File: config.mk
export PLATFORM = sky130hd
export DESIGN_NAME = sw_key_scan
export DESIGN_NICKNAME = d
export VERILOG_FILES = /design/src/rtl/sw_key_pkg.sv /design/src/rtl/sw_key_chan.sv /design/src/rtl/sw_key_scan.sv
export SDC_FILE = /design/constraint.sdc
export NUM_CORES = 1
export LEC_CHECK = 0
export ABC_AREA = 1
export BUFFER_PORTS_ARGS = -buffer_cell sky130_fd_sc_hd__buf_4
export CORE_ASPECT_RATIO = 0.75
export CORE_MARGIN = 2
export CORE_UTILIZATION = 60
export CTS_CLUSTER_SIZE = 14
export DETAILED_ROUTE_END_ITERATION = 8
export GPL_TIMING_DRIVEN = 0
export HOLD_SLACK_MARGIN = 0.08
export PLACE_DENSITY_LB_ADDON = 0.2
export SETUP_SLACK_MARGIN = 0.02
export SLEW_MARGIN = 20
export SYNTH_ARGS = -nofsm -noshare
export SYNTH_HDL_FRONTEND = slang
export SYNTH_SLANG_ARGS = --single-unit
File: constraint.sdc
create_clock -name clk -period 2.8 [get_ports clk]
set_input_delay 0.42 -clock clk [delete_from_list [all_inputs] [get_ports clk]]
set_output_delay 0.42 -clock clk [all_outputs]
set_load 0.05 [all_outputs]
File: src/rtl/sw_key_pkg.sv
// sw_key_pkg -- shared definitions for the switch debounce / key scan block.
//
// Contents:
//   key_state_t      per-key debounce FSM state encoding
//   MODE_*           mode codes reported by sw_key_scan (0 = none, 1..3 = key index+1)
//   DEBOUNCE_DEFAULT default stable-sample count (20 ms at 50 MHz)
//   mode_encode()    lowest-index-wins priority encode of a press vector
//
// Optional feature macro used by the block: SW_KEY_RELEASE_EN (see sw_key_chan).
package sw_key_pkg;

    typedef enum logic [1:0] {
        KEY_IDLE         = 2'd0,
        KEY_PRESS_WAIT   = 2'd1,
        KEY_HELD         = 2'd2,
        KEY_RELEASE_WAIT = 2'd3
    } key_state_t;

    localparam logic [1:0] MODE_NONE = 2'd0;
    localparam logic [1:0] MODE_K1   = 2'd1;
    localparam logic [1:0] MODE_K2   = 2'd2;
    localparam logic [1:0] MODE_K3   = 2'd3;

    localparam int DEBOUNCE_DEFAULT = 1_000_000;

    // Key 1 outranks key 2, which outranks key 3.
    function automatic logic [1:0] mode_encode(input logic [2:0] press);
        if (press[0])      return MODE_K1;
        else if (press[1]) return MODE_K2;
        else if (press[2]) return MODE_K3;
        else               return MODE_NONE;
    endfunction

endpackage

File: src/rtl/sw_key_chan.sv
// sw_key_chan -- one debounced key channel.
//
// Synchronizes an active-low bouncing switch, then runs a four-state
// debounce FSM (IDLE, PRESS_WAIT, HELD, RELEASE_WAIT) that requires
// DEBOUNCE_CYCLES consecutive identical synchronized samples before
// accepting a transition.
//
// Ports:
//   clk         rising-edge clock
//   rst         synchronous active-high reset
//   sw_n        raw asynchronous switch, active-low
//   sw_level    debounced state, 1 = held
//   sw_press    one-cycle pulse per accepted press
//   sw_release  one-cycle pulse per accepted release (0 unless SW_KEY_RELEASE_EN)
//   press_set   combinational "press accepted on this edge" (feeds mode register)
//   state_dbg   current FSM state
//
// Macro: SW_KEY_RELEASE_EN -- when defined, sw_release is driven; otherwise it
// is tied to 0 while release debouncing still governs sw_level.
module sw_key_chan
    import sw_key_pkg::*;
#(
    parameter int DEBOUNCE_CYCLES = DEBOUNCE_DEFAULT,
    parameter int SYNC_STAGES     = 2
) (
    input  logic       clk,
    input  logic       rst,
    input  logic       sw_n,
    output logic       sw_level,
    output logic       sw_press,
    output logic       sw_release,
    output logic       press_set,
    output logic [1:0] state_dbg
);

    localparam int CW = $clog2(DEBOUNCE_CYCLES + 1);
    // The sample that moves IDLE->PRESS_WAIT (or HELD->RELEASE_WAIT) is the
    // first stable sample, with the counter at 0. The counter therefore reads
    // N-2 when the N-th consecutive sample arrives.
    localparam logic [CW-1:0] CNT_LAST = CW'(DEBOUNCE_CYCLES - 2);

    logic [SYNC_STAGES-1:0] sync_q;
    logic                   pressed;
    key_state_t             state_q, state_d;
    logic [CW-1:0]          cnt_q, cnt_d;
    logic                   release_set;
    logic                   level_q;
    logic                   press_q;

    // Synchronizer loads 1 (released) on reset.
    always_ff @(posedge clk) begin
        if (rst) sync_q <= '1;
        else     sync_q <= {sync_q[SYNC_STAGES-2:0], sw_n};
    end

    assign pressed = ~sync_q[SYNC_STAGES-1];

    always_comb begin
        state_d     = state_q;
        cnt_d       = cnt_q;
        press_set   = 1'b0;
        release_set = 1'b0;
        unique case (state_q)
            KEY_IDLE: begin
                if (pressed) begin
                    state_d = KEY_PRESS_WAIT;
                    cnt_d   = '0;
                end
            end
            KEY_PRESS_WAIT: begin
                if (!pressed) begin
                    state_d = KEY_IDLE;
                    cnt_d   = '0;
                end else if (cnt_q == CNT_LAST) begin
                    state_d   = KEY_HELD;
                    cnt_d     = '0;
                    press_set = 1'b1;
                end else begin
                    cnt_d = cnt_q + CW'(1);
                end
            end
            KEY_HELD: begin
                if (!pressed) begin
                    state_d = KEY_RELEASE_WAIT;
                    cnt_d   = '0;
                end
            end
            KEY_RELEASE_WAIT: begin
                if (pressed) begin
                    state_d = KEY_HELD;
                    cnt_d   = '0;
                end else if (cnt_q == CNT_LAST) begin
                    state_d     = KEY_IDLE;
                    cnt_d       = '0;
                    release_set = 1'b1;
                end else begin
                    cnt_d = cnt_q + CW'(1);
                end
            end
            default: begin
                state_d = KEY_IDLE;
                cnt_d   = '0;
            end
        endcase
    end

    always_ff @(posedge clk) begin
        if (rst) begin
            state_q <= KEY_IDLE;
            cnt_q   <= '0;
            level_q <= 1'b0;
            press_q <= 1'b0;
        end else begin
            state_q <= state_d;
            cnt_q   <= cnt_d;
            press_q <= press_set;
            if (press_set)        level_q <= 1'b1;
            else if (release_set) level_q <= 1'b0;
        end
    end

`ifdef SW_KEY_RELEASE_EN
    logic release_q;

    always_ff @(posedge clk) begin
        if (rst) release_q <= 1'b0;
        else     release_q <= release_set;
    end

    assign sw_release = release_q;
`else
    assign sw_release = 1'b0;
`endif

    assign sw_level  = level_q;
    assign sw_press  = press_q;
    assign state_dbg = state_q;

endmodule

File: src/rtl/sw_key_scan.sv
// sw_key_scan -- debounced key scanner with latched mode selection.
//
// Instantiates one sw_key_chan per key and keeps a mode register that
// loads (lowest pressing key index)+1 whenever any key press is accepted.
// Releases never change mode.
//
// Ports:
//   clk          rising-edge clock
//   rst          synchronous active-high reset
//   sw_n         raw switches, active-low, bouncing   [NUM_KEYS]
//   sw_level     debounced state, 1 = held            [NUM_KEYS]
//   sw_press     one-cycle press pulses               [NUM_KEYS]
//   sw_release   one-cycle release pulses             [NUM_KEYS]
//   mode         latched selection (0 none, 1..3)
//   mode_strobe  one-cycle pulse when mode is loaded
//   key_state    per-key FSM state, 2 bits per key (key k at [2k+1:2k])
//
// Macro: SW_KEY_RELEASE_EN -- enables the sw_release pulses.
module sw_key_scan
    import sw_key_pkg::*;
#(
    parameter int NUM_KEYS        = 3,
    parameter int DEBOUNCE_CYCLES = DEBOUNCE_DEFAULT,
    parameter int SYNC_STAGES     = 2
) (
    input  logic                  clk,
    input  logic                  rst,
    input  logic [NUM_KEYS-1:0]   sw_n,
    output logic [NUM_KEYS-1:0]   sw_level,
    output logic [NUM_KEYS-1:0]   sw_press,
    output logic [NUM_KEYS-1:0]   sw_release,
    output logic [1:0]            mode,
    output logic                  mode_strobe,
    output logic [2*NUM_KEYS-1:0] key_state
);

    logic [NUM_KEYS-1:0] press_set;
    logic [2:0]          press_pad;
    logic [1:0]          mode_q;
    logic                strobe_q;

    for (genvar k = 0; k < NUM_KEYS; k++) begin : g_key
        sw_key_chan #(
            .DEBOUNCE_CYCLES (DEBOUNCE_CYCLES),
            .SYNC_STAGES     (SYNC_STAGES)
        ) u_chan (
            .clk        (clk),
            .rst        (rst),
            .sw_n       (sw_n[k]),
            .sw_level   (sw_level[k]),
            .sw_press   (sw_press[k]),
            .sw_release (sw_release[k]),
            .press_set  (press_set[k]),
            .state_dbg  (key_state[2*k +: 2])
        );
    end

    always_comb begin
        press_pad                 = '0;
        press_pad[NUM_KEYS-1:0]   = press_set;
    end

    // press_set is the same-edge condition that registers sw_press, so mode
    // and mode_strobe change on the edge the press pulse appears.
    always_ff @(posedge clk) begin
        if (rst) begin
            mode_q   <= MODE_NONE;
            strobe_q <= 1'b0;
        end else begin
            strobe_q <= |press_set;
            if (|press_set) mode_q <= mode_encode(press_pad);
        end
    end

    assign mode        = mode_q;
    assign mode_strobe = strobe_q;

endmodule

==> Word-level counts from Yosys, hierarchy flattened <==
Index checks and enable logic that the tools add are counted.
{ "word_totals": {"elab_cells": 120, "inputBits": 5, "reg_bits": 81} }
{ "op_classes": {"addsub": 3, "muxes": 63, "n_eq_ne": 24, "reduce_logical": 13} }
{ "op_table": {"columns": ["cell", "count"], "rows": [
  ["20-bit two-way mux", 15],
  ["20-bit one-hot mux with 4 select lines", 3],
  ["20-bit by 1-bit adder with 20-bit output (second input constant)", 3],
  ["20-bit == test (second input constant)", 3],
  ["2-bit two-way mux", 21],
  ["2-bit one-hot mux with 4 select lines", 3],
  ["1-bit two-way mux", 21],
  ["2-bit == test (second input constant)", 6],
  ["4-bit AND reduction", 3],
  ["3-bit by 1-bit inequality test with 1-bit output (second input constant)", 3],
  ["3-bit inequality test (second input constant)", 3],
  ["2-bit by 1-bit == test with 1-bit output (second input constant)", 3],
  ["2-bit zero test", 3],
  ["2-bit by 1-bit inequality test with 1-bit output (second input constant)", 3],
  ["2-bit inequality test (second input constant)", 3],
  ["2-bit AND reduction", 3],
  ["2-bit nonzero test", 3],
  ["3-bit OR reduction", 1]
]} }

==> Longest topological paths before layout <==
Gate-level depths: netlist of run 1.
{ "logic_depth": {"word_depth": 7, "mapped_depth": 12, "depth_no_buf": 11} }

==> Modules after synthesis <==
Synthesis of run 1 repeated with hierarchy kept, for this count alone.
{ "hier_totals": {"cells_unflattened": 752, "hier_area_um2": 4936.0} }
{ "modules_own_cells": {"columns": ["mod", "cells_per_inst", "area_each_um2", "seq_area_each_um2", "n_inst"], "rows": [
  ["sw_key_chan at g_key[0].u_chan", 241, 1730.4, 520.5, 1],
  ["sw_key_chan at g_key[1].u_chan", 255, 1576.5, 520.5, 1],
  ["sw_key_chan at g_key[2].u_chan", 244, 1527.7, 520.5, 1],
  ["sw_key_scan", 12, 101.3, 60.1, 1]
]} }

==> Worst setup path before layout of run 1 <==
Ideal clock, no wire load.
{ "synth_timing": {"kind": "flip-flop to flip-flop", "startpoint": "register with a tool-made name", "endpoint": "register g_key[2].u_chan.cnt_q[5]", "arrival_ns": 1.561, "slack_ns": 1.161, "path_buffers": 1, "synth_period_minus_slack_ns": 1.639, "setup_ns": 0.078, "required_ns": 2.722, "path_stages_with_launch": 8, "path_cell_list": "dfxtp_1 -> or2_1 -> nand2_2 -> nor2_2 -> inv_1 -> buf_2 -> and3_1 -> nor3_1"} }
{ "synth_rtl": {"columns": ["item", "line_no", "source"], "rows": [
  ["end signal: assignment", "sw_key_chan.sv:115", "cnt_q <= cnt_d;"],
  ["end: declaration", "sw_key_chan.sv:45", "logic [CW-1:0] cnt_q, cnt_d;"]
]} }

==> Final worst setup path of run 1 <==
{ "layout_timing": {"startpoint": "register g_key[2].u_chan.cnt_q[0]", "endpoint": "register g_key[2].u_chan.cnt_q[6]"} }
{ "layout_between": {"elab_chain_len": 4, "elab_cells_between_ends": 6, "classes_between": "add/sub: 1; eq/ne: 1; mux: 4"} }
{ "layout_rtl": {"columns": ["item", "line_no", "source"], "rows": [
  ["20-bit by 1-bit adder with 20-bit output / 20-bit == test (equally long branches)", null, null],
  ["20-bit two-way mux (*)", "sw_key_chan.sv:74, sw_key_chan.sv:92", null],
  ["20-bit two-way mux, on equally long branches", "sw_key_chan.sv:89, sw_key_chan.sv:71", null],
  ["20-bit one-hot mux with 4 select lines (*)", "sw_key_chan.sv:63", "unique case (state_q)"]
]} }
Mark *: on every way between the ends. The rest lies on a longest branch, timed or not.
A chain may end at the register's enable or synchronous reset.

==> results of run 1 <==
## placed cells by master, fill, tap and decap left out, types with 2 or more instances in the layout
cell,synthesis,routed
nand2_1,198,198
dfxtp_1,81,81
inv_1,80,80
nor2_1,65,65
nand3_1,60,60
a21oi_1,51,51
o21ai_0,33,33
buf_4,9,28
nor3_1,26,26
nand4_1,12,12
clkbuf_1,10,12
xor2_1,9,9
clkbuf_8,0,9
nor2_2,8,8
nand2_2,7,7
or2_2,7,7
ha_1,6,6
nor2_4,4,4
inv_2,3,3
o21bai_1,3,3
buf_2,3,3
conb_1,1,3
and3_1,2,2
nand3b_1,2,2
or2_1,2,2
buf_6,2,2
nor2b_1,2,2
o21ai_1,2,2
a211oi_1,2,2
## per-layer routing
layer | up-vias | part of all wire [%] | GRT usage, %
li1 | 2290 | - | -
met1 | 2043 | 45 | 35.6
met2 | 192 | 45 | 45.4
met3 | 28 | 7.7 | 5.67
met4 | 0 | 1.7 | 7.97
met5 | - | 0 | 0
## Yosys cell counts
library cell  number  area (um2)
nor2_4             4        45.0
nand3_1           60         300
inv_1             80         300
o21bai_1           3        22.5
buf_4              9        67.6
nand2_1          198         743
o21ai_0           33         165
nor2b_1            2        12.5
nand4_1           12        75.1
nor3b_1            1        7.51
a31o_2             1        8.76
a211oi_1           2        15.0
nand3b_1           2        15.0
or2_1              2        12.5
ha_1               6        75.1
buf_6              2        22.5
o21ai_1            2        10.0
nor2_1            65         244
nor2_2             8        50.1
xor2_1             9        78.8
dfxtp_1           81        1620
a21oi_1           51         255
o211ai_1           1        7.51
clkbuf_1          10        37.5
buf_2              3        15.0
or2_2              7        43.8
a31oi_1            1        6.26
nand3_2            1        10.0
nor3_2             1        10.0
clkinv_1           1        3.75
nor4_1             1        6.26
nand2_2            7        43.8
nor3_1            26         130
a21oi_2            1        8.76
and3_1             2        12.5
conb_1             1        3.75
inv_2              3        11.3
## final cells by class
cell class / instances / share of cell area [%]
Multi-Input combinational cell: 512 / 49.0
Timing Repair Buffer: 19 / 2.88
Clock buffer: 11 / 2.65
Sequential cell: 81 / 32.8
Tap cell: 101 / 2.55
Inverter: 84 / 6.37
Buffer: 24 / 2.88
Clock inverter: 3 / 0.885
## where the power goes
group	total [mW]	switching (mW)	internal, mW
registers	1.16	0.00501	1.16
logic	0.117	0.0879	0.0295
clock network	0.807	0.404	0.404
## registers in the layout, summed over array words and instances (netlist names), named ones only
signal and count:
g_key.u_chan.state_dbg 3, mode_strobe 1, g_key.u_chan.cnt_q 60, mode 2, g_key.u_chan.sw_press 3, g_key.u_chan.sync_q 6
g_key.u_chan.sw_level 3
## worst max path at each step
stage,startpoint,slack (ns),endpoint
CTS,g_key[1].u_chan.cnt_q[0],1.04,g_key[1].u_chan.cnt_q[13]
global placement,rst,1.13,flop
floorplan,flop,1.16,g_key[2].u_chan.cnt_q[5]
detailed placement,rst,1.05,g_key[1].u_chan.cnt_q[17]
global route,g_key[0].u_chan.cnt_q[1],0.82,g_key[0].u_chan.cnt_q[18]
finish,g_key[2].u_chan.cnt_q[0],1.01,g_key[2].u_chan.cnt_q[6]
## cells by family (layout without fill, tap and decap cells)
family,Yosys count,after routing,share of synthesized area [%]
buffers and inverters,108,141,10.2
other,1,3,0.0834
xor gates and xnor gates,9,9,1.75
AOI/OAI and AO/OA,95,95,11.1
and+or+nand+nor,399,399,39.2
adders and majority gates,6,6,1.67
DFF,81,81,36.1
==> flow_metrics.env, run 1 <==
export IMPL_layoutNonFillerInstCount=835
export IMPL_dp_slack_ns=1.05
export IMPL_cp_arrival_ns=2.05
export IMPL_hp_class="input port to flop"
export IMPL_drc_errors=0
export IMPL_cts_root_buf="clkbuf_8"
export IMPL_hold_end="g_key[1].u_chan.sync_q[0]"
export IMPL_fill_cells=666
export IMPL_syn_inst=699
export IMPL_maxSlewHeadroom_pct=56.1
export IMPL_path_max_fanout=5
export IMPL_path_clk_slew_ns=0.08
export IMPL_grt_max_degree=13
export IMPL_postCtsSetupBuffers=0
export IMPL_num_vias=4553
export IMPL_seqCellArea_um2=1620
export IMPL_rsz0062_at_grt="no"
export IMPL_multi_input_area_um2=2430
export IMPL_core_area_um2=7300
export IMPL_synth_yosys_seq_area_share_pct=36.1
export IMPL_drive_gt1_share_pct=10.6
export IMPL_ys_ff_latch=81
export IMPL_viasPerCell=5.45
export IMPL_initial_core_util_pct=61.6
export IMPL_fin_tns_setup_ns=0
export IMPL_reg2reg_from="g_key[2].u_chan.cnt_q[0]"
export IMPL_ys_warn_count=0
export IMPL_grt_pass1_wl_um=18100
export IMPL_utilization_pct=67.8
export IMPL_crit_reg2reg_capture="g_key[2].u_chan.cnt_q[6]"
export IMPL_hold_viol=0
export IMPL_outcome="finished clean"
export IMPL_wl_per_cell_um=13.2
export IMPL_cts_sinks=81
export IMPL_cp_top_family="simple AND/OR/NAND/NOR gates"
export IMPL_drtIter0Drc=375
export IMPL_drt_pre_antenna_iters=6
export IMPL_p_leak_nw=1.85
export IMPL_whs_ns=0.258
export IMPL_powerDensity_nw_per_um2=422
export IMPL_grt_pass1_vias=4046
export IMPL_rows=27
export IMPL_finalNetCount=742
export IMPL_crit_cells=9
export IMPL_clockBufferDepth=2
export IMPL_finClkSkew_ns=0.00731
export IMPL_post_route_min_period_ns=1.79
export IMPL_finalWeightedCongestion=0.937
export IMPL_cts_tree="yes"
export IMPL_wirelength_um=11000
export IMPL_cts_buffers=9
export IMPL_io_pins=23
export IMPL_syn_area_per_cell_um2=6.43
export IMPL_tightest_slew_ns=0.659
export IMPL_worstSetupEndpointType="flop"
export IMPL_drv_cap=0
export IMPL_htreeDepth=3
export IMPL_antenna_found_initial=0
export IMPL_final_area_um2=4950
export IMPL_cts_resized=0
export IMPL_cp_data_required_time_ns=3.06
export IMPL_globalRoute_totalOverflow=0
export IMPL_ant_nets=0
export IMPL_p_total_mw=2.09
export IMPL_io_buffers=19
export IMPL_hold_depth=2
export IMPL_die_y_um=79.0
export IMPL_synth_cell_area_um2=4500
export IMPL_crit_chain="inv_1 > ha_1 > nand3_1 > nor2_1 > nand3_1 > nand2_1 > nand2_1 > nand2_1 > nor3_1"
export IMPL_rr_worst_depth=9
export IMPL_crit_buf_inv=1
export IMPL_hp_start="sw_n[1]"
export IMPL_diodes=0
export IMPL_fmax_mhz=559
export IMPL_slew_violations=0
export IMPL_die_area_um2=8210
export IMPL_syn2layout_area_growth_pct=10.0
export IMPL_ir_drop_v=0.000308
export IMPL_start_kind="flop"
export IMPL_finalCritPeriodShare_pct=63.9
export IMPL_crit_type="flop to flop"
export IMPL_placed_cells=821
export IMPL_r2r_slack_ns=1.01
export IMPL_critPathMaxStageDelay_ns=0.36
export IMPL_dp_hpwl_um=8160
export IMPL_crit_slowest_cell="dfxtp_1"
export IMPL_dieWidth_um=104
export IMPL_synth_cell_types=37
export IMPL_setup_violations=0
export IMPL_postPlaceCellArea_um2=4770
export IMPL_worst_path_most_repeated_cell="nand2_1"
export IMPL_clk_latency_ns=0.35
export IMPL_track_usage_pct=27.1
export IMPL_fin_ws_ns=1.01
export IMPL_hold_buffers=0
Power figures use the tool's default switching activity.
==> run 2: changes to the inputs <==
- clock period: 2.8 -> 1.7 ns (I/O delays scaled with it)
==> run 2 against run 1 <==
Sequential share of layout area down 1.3 points. Register-to-register slack got worse by 0.89 ns. First-iteration DRC count increased by 10%. Cell count is 1.9% higher. Via count is 2.1% higher. Critical path depth rose by 1. Fmax is 13% higher. Hold slack got worse by 0.17 ns. Global-route usage about the same. Critical endpoint is now g_key[0].u_chan.cnt_q[11]. Non-clock buffer count is 16 higher.
==> flow_metrics.env, run 2 (synthesized netlist as in run 1, its figures left out) <==
export IMPL_viasPerCell=5.46
export IMPL_top_register="g_key.u_chan.cnt_q"
export IMPL_finClkSkew_ns=0.00915
export IMPL_post_route_min_period_ns=1.58
export IMPL_drt_pre_antenna_iters=6
export IMPL_num_vias=4650
export IMPL_fmax_mhz=632
export IMPL_track_usage_pct=27.1
export IMPL_hold_depth=2
export IMPL_final_cell_mix="nand2_1, inv_1, dfxtp_1"
export IMPL_fin_ws_ns=0.117
export IMPL_die_y_um=79.0
export IMPL_start_kind="flop"
export IMPL_critPathLaunch="g_key[0].u_chan.cnt_q[0]"
export IMPL_p_leak_nw=1.94
export IMPL_combPwrFrac_pct=6.0
export IMPL_whs_ns=0.0919
export IMPL_die_area_um2=8210
export IMPL_crit_type="flop to flop"
export IMPL_p_total_mw=3.45
export IMPL_finalNetCount=758
export IMPL_finalWeightedCongestion=0.937
export IMPL_clockBufferDepth=2
export IMPL_hold_viol=0
export IMPL_placed_cells=821
export IMPL_dp_hpwl_um=8160
export IMPL_antenna_found_initial=0
export IMPL_p_int_mw=2.62
export IMPL_multi_input_area_um2=2550
export IMPL_dieWidth_um=104
export IMPL_grt_pass1_wl_um=18100
export IMPL_initial_core_util_pct=61.6
export IMPL_final_common_cell="nand2_1"
export IMPL_worstSetupEndpointType="flop"
export IMPL_switchingPower_mw=0.834
export IMPL_wl_per_cell_um=13.5
export IMPL_drive_gt1_share_pct=17.5
export IMPL_layoutNonFillerInstCount=851
export IMPL_ir_drop_v=0.000512
export IMPL_ant_nets=0
export IMPL_htreeDepth=3
export IMPL_cts_root_buf="clkbuf_8"
export IMPL_cts_buffers=9
export IMPL_core_area_um2=7300
export IMPL_cts_tree="yes"
export IMPL_powerDensity_nw_per_um2=660
export IMPL_reg2reg_from="g_key[0].u_chan.cnt_q[0]"
export IMPL_largest_reg_flops=60
export IMPL_cp_arrival_ns=1.80
export IMPL_drv_cap=0
export IMPL_diodes=0
export IMPL_path_max_fanout=10
export IMPL_grt_pass1_vias=4046
export IMPL_outcome="finished clean"
export IMPL_maxSlewHeadroom_pct=56.3
export IMPL_io_buffers=19
export IMPL_drc_errors=0
export IMPL_rr_worst_depth=10
export IMPL_drtIter0Drc=413
export IMPL_clockPowerShare_pct=38.7
export IMPL_path_clk_slew_ns=0.08
export IMPL_grt_max_degree=13
export IMPL_clk_latency_ns=0.35
export IMPL_dp_slack_ns=0.00220
export IMPL_syn2layout_area_growth_pct=16.3
export IMPL_fill_cells=619
export IMPL_globalRoute_totalOverflow=0
export IMPL_cp_data_required_time_ns=1.92
export IMPL_fin_tns_setup_ns=0
export IMPL_hp_start="sw_n[2]"
export IMPL_tightest_slew_ns=0.655
export IMPL_setup_violations=0
export IMPL_hp_class="input port to flop"
export IMPL_cts_sinks=81
export IMPL_slew_violations=0
export IMPL_largestRegisters="g_key.u_chan.cnt_q: 60 flops, g_key.u_chan.sync_q: 6 flops"
export IMPL_seqPwrFrac_pct=55.3
export IMPL_switching_share_pct=24.1
export IMPL_rows=27
export IMPL_io_pins=23
export IMPL_wirelength_um=11500
export IMPL_seqCellArea_um2=1650
export IMPL_finalCritPeriodShare_pct=93.1
[run 2: cell count changes in the layout (fill, tap and decap cells not counted), sizes merged]
cell	change
inv	-1
clkinv	+1
buf	+15
dlygate4sd3	+1
[run 2: path summary, 6_finish.rpt]
| path | endpoint | slack, ns |
|---|---|---|
| worst max-delay path | g_key[0].u_chan.cnt_q[11] | 0.12 |
| worst min-delay path | g_key[2].u_chan.sync_q[0] | 0.09 |
| worst max register to register | g_key[0].u_chan.cnt_q[11] | 0.12 |
| worst min register to register | g_key[0].u_chan.sync_q[1] | 0.42 |
[run 2: power groups by stage]
stage,clock network (mW),logic [mW],registers (mW)
floorplan,0,0.120,1.97
global placement,0,0.188,1.96
detailed placement,0,0.192,1.96
CTS,1.36,0.195,1.91
global route,1.42,0.221,1.91
finish,1.34,0.206,1.91
[run 2: what timing repair did]
action                                  in CTS  in global routing
pin swaps                                    0                 10
gates cloned                                 0                  1
gates resized for setup                      5                 55
hold buffers                                 1                  0
buffers inserted                             0                 14
hold endpoints to repair                     1                  0
endpoints found under the setup margin      16                 43
[run 2: routing by layer]
| metal | up-vias | GRT usage (%) | wire [um] |
|---|---|---|---|
| met3 | 22 | 5.67 | 882 |
| met5 | - | 0 | 0 |
| met1 | 2104 | 35.6 | 5240 |
| li1 | 2328 | - | - |
| met4 | 0 | 7.97 | 159 |
| met2 | 196 | 45.5 | 5210 |
[run 2: metrics by stage]
stage	area, um2	utilization, %
final	5230	71.7
after detailed placement	4770	65.4
after global placement	4770	65.4
after floorplan	4510	-
after global routing	5230	71.7
after CTS	4970	68.2
[run 2: final cells by class]
cell class | instances | share of cell area (%)
multi-input combinational | 512 | 48.8
tap | 101 | 2.42
sequential | 81 | 31.5
buffer | 24 | 2.87
clock buffer | 11 | 2.51
inverter | 84 | 6.12
clock inverter | 3 | 0.837
timing repair buffer | 35 | 5.02
[run 2: worst max-delay path, cell delays in order, from the launching register on]
cell	delay, ns
dfxtp_4	0.37
inv_2	0.09
ha_4	0.13
nand4_1	0.09
nor2_1	0.10
nand3_1	0.11
nand2_2	0.16
clkinv_4	0.11
buf_8	0.15
nand3_1	0.08
a21oi_1	0.06
==> run 3: changes to the inputs <==
- BUFFER_PORTS_ARGS: -buffer_cell sky130_fd_sc_hd__buf_4 -> -buffer_cell sky130_fd_sc_hd__buf_2
- CORE_UTILIZATION: 60 -> 50
- CTS_CLUSTER_SIZE: 14 -> 10
==> run 3 against run 2 <==
Count of clock-buffer cells in the layout fell by 1. Sequential power barely moved. Hold slack got worse by 0.0054 ns. Wire length rose by 6.0%. Clock power rose by 61%. Critical path type unchanged. Clock skew fell by 0.0034 ns.
==> flow_metrics.env, run 3 (synthesized netlist as in run 1, its figures left out) <==
export IMPL_postPlaceCellArea_um2=4740
export IMPL_hp_class="input port to flop"
export IMPL_path_clk_slew_ns=0.06
export IMPL_slew_violations=0
export IMPL_io_buffers=19
export IMPL_setup_violations=0
export IMPL_fill_cells=791
export IMPL_dp_hpwl_um=8250
export IMPL_globalRoute_totalOverflow=0
export IMPL_track_usage_pct=24.4
export IMPL_largestRegisters="g_key.u_chan.cnt_q: 60 flops, g_key.u_chan.sync_q: 6 flops"
export IMPL_viasPerCell=5.48
export IMPL_maxSlewHeadroom_pct=52.7
export IMPL_num_vias=4705
export IMPL_io_pins=23
export IMPL_cp_arrival_ns=1.91
export IMPL_crit_type="flop to flop"
export IMPL_fmax_mhz=591
export IMPL_rr_worst_depth=10
export IMPL_cts_tree="yes"
export IMPL_die_area_um2=9780
export IMPL_cts_sinks=81
export IMPL_finalWeightedCongestion=0.953
export IMPL_multi_input_area_um2=2570
export IMPL_tightest_slew_ns=0.709
export IMPL_grt_pass1_wl_um=18900
export IMPL_utilization_pct=62.3
export IMPL_drtIter0Drc=419
export IMPL_final_area_um2=5360
export IMPL_hold_viol=0
export IMPL_critPathMaxStageDelay_ns=0.34
export IMPL_wl_per_cell_um=14.2
export IMPL_rsz0062_at_grt="yes"
export IMPL_grt_pass1_vias=4069
export IMPL_crit_slowest_cell="dfxtp_2"
export IMPL_whs_ns=0.0865
export IMPL_cp_data_required_time_ns=1.92
export IMPL_layoutNonFillerInstCount=858
export IMPL_syn2layout_area_growth_pct=19.1
export IMPL_finalCritPeriodShare_pct=99.6
export IMPL_initial_core_util_pct=52.3
export IMPL_placed_cells=828
export IMPL_clk_latency_ns=0.35
export IMPL_hold_depth=2
export IMPL_fin_tns_setup_ns=0
export IMPL_diodes=0
export IMPL_drv_cap=0
export IMPL_clockBufferDepth=2
export IMPL_top_register="g_key.u_chan.cnt_q"
export IMPL_drt_pre_antenna_iters=5
export IMPL_outcome="finished clean"
export IMPL_finClkSkew_ns=0.00576
export IMPL_start_kind="flop"
export IMPL_rows=29
export IMPL_largest_reg_flops=60
export IMPL_grt_max_degree=15
export IMPL_final_common_cell="nand2_1"
export IMPL_ir_drop_v=0.000641
export IMPL_antenna_found_initial=0
export IMPL_dieWidth_um=114
export IMPL_die_y_um=86.1
export IMPL_powerDensity_nw_per_um2=799
export IMPL_p_leak_nw=2.02
export IMPL_ant_nets=0
export IMPL_p_total_mw=4.28
export IMPL_crit_chain="inv_1 > ha_2 > inv_1 > nor2_1 > nand3_1 > nor2_4 > nor2_4 > buf_8 > nand4_1 > o21ai_0"
export IMPL_dp_slack_ns=-0.0172
export IMPL_wirelength_um=12200
export IMPL_cts_root_buf="clkbuf_16"
export IMPL_hold_buffers=0
export IMPL_worstSetupEndpointType="flop"
export IMPL_finalNetCount=756
export IMPL_drc_errors=0
export IMPL_core_area_um2=8600
export IMPL_htreeDepth=3
export IMPL_path_max_fanout=6
export IMPL_fin_ws_ns=0.00709
export IMPL_seqCellArea_um2=1640
export IMPL_cts_buffers=9
export IMPL_drive_gt1_share_pct=18.4
export IMPL_final_cell_mix="nand2_1, inv_1, dfxtp_1"
export IMPL_post_route_min_period_ns=1.69
-- run 3: cell count changes in the layout (fill, tap and decap cells not counted), moves of 4 or more --
cell and delta:
buf_4 -23, nand2_2 +4, buf_2 +18, inv_2 -5
nand2_1 -4, clkbuf_16 +10, inv_1 +5, clkbuf_8 -8
-- run 3: final timing paths --
path	from	to	slack, ns
setup / recovery	g_key[2].u_chan.cnt_q[0]	g_key[2].u_chan.cnt_q[15]	0.007
hold / removal	sw_n[2]	g_key[2].u_chan.sync_q[0]	0.09
setup reg to reg	g_key[2].u_chan.cnt_q[0]	g_key[2].u_chan.cnt_q[15]	0.007
hold reg to reg	g_key[2].u_chan.sync_q[0]	g_key[2].u_chan.sync_q[1]	0.41
-- run 3: worst max-delay path: cells and delay by family (launching register included) --
family,cells,cell delay (ns)
adder cells (fa/ha/maj),1,0.21
flip-flops,1,0.34
buffers and inverters,3,0.29
AND/OR/NAND/NOR,5,0.62
AO/OA/AOI/OAI,1,0.10
-- run 3: area by class of cell --
cell class / count / share of cell area, %
Buffer: 24 / 2.85
Clock buffer: 10 / 4.46
Clock inverter: 6 / 1.70
Inverter: 84 / 5.98
Multi-Input combinational cell: 513 / 48.0
Sequential cell: 81 / 30.5
Tap cell: 108 / 2.52
Timing Repair Buffer: 32 / 3.95
-- run 3: power breakdown --
| group | total [mW] | internal (mW) | switching (mW) |
|---|---|---|---|
| clock | 2.16 | 1.33 | 0.825 |
| combinational | 0.208 | 0.0514 | 0.157 |
| sequential | 1.92 | 1.91 | 0.00983 |
-- run 3: repair_timing --
| item | CTS | global route |
|---|---|---|
| setup buffers | 0 | 11 |
| pin swaps | 0 | 17 |
| setup endpoints to repair | 12 | 51 |
| cloned | 0 | 3 |
| gates resized for setup | 5 | 57 |
-- run 3: per-layer routing --
metal  GRT usage, %  up-vias  wire length (um)
met5              0        -                 0
met4           9.87        0               280
met3           6.78       20               893
met2           36.8      189              5310
met1           33.2     2167              5700
li1               -     2329                 -
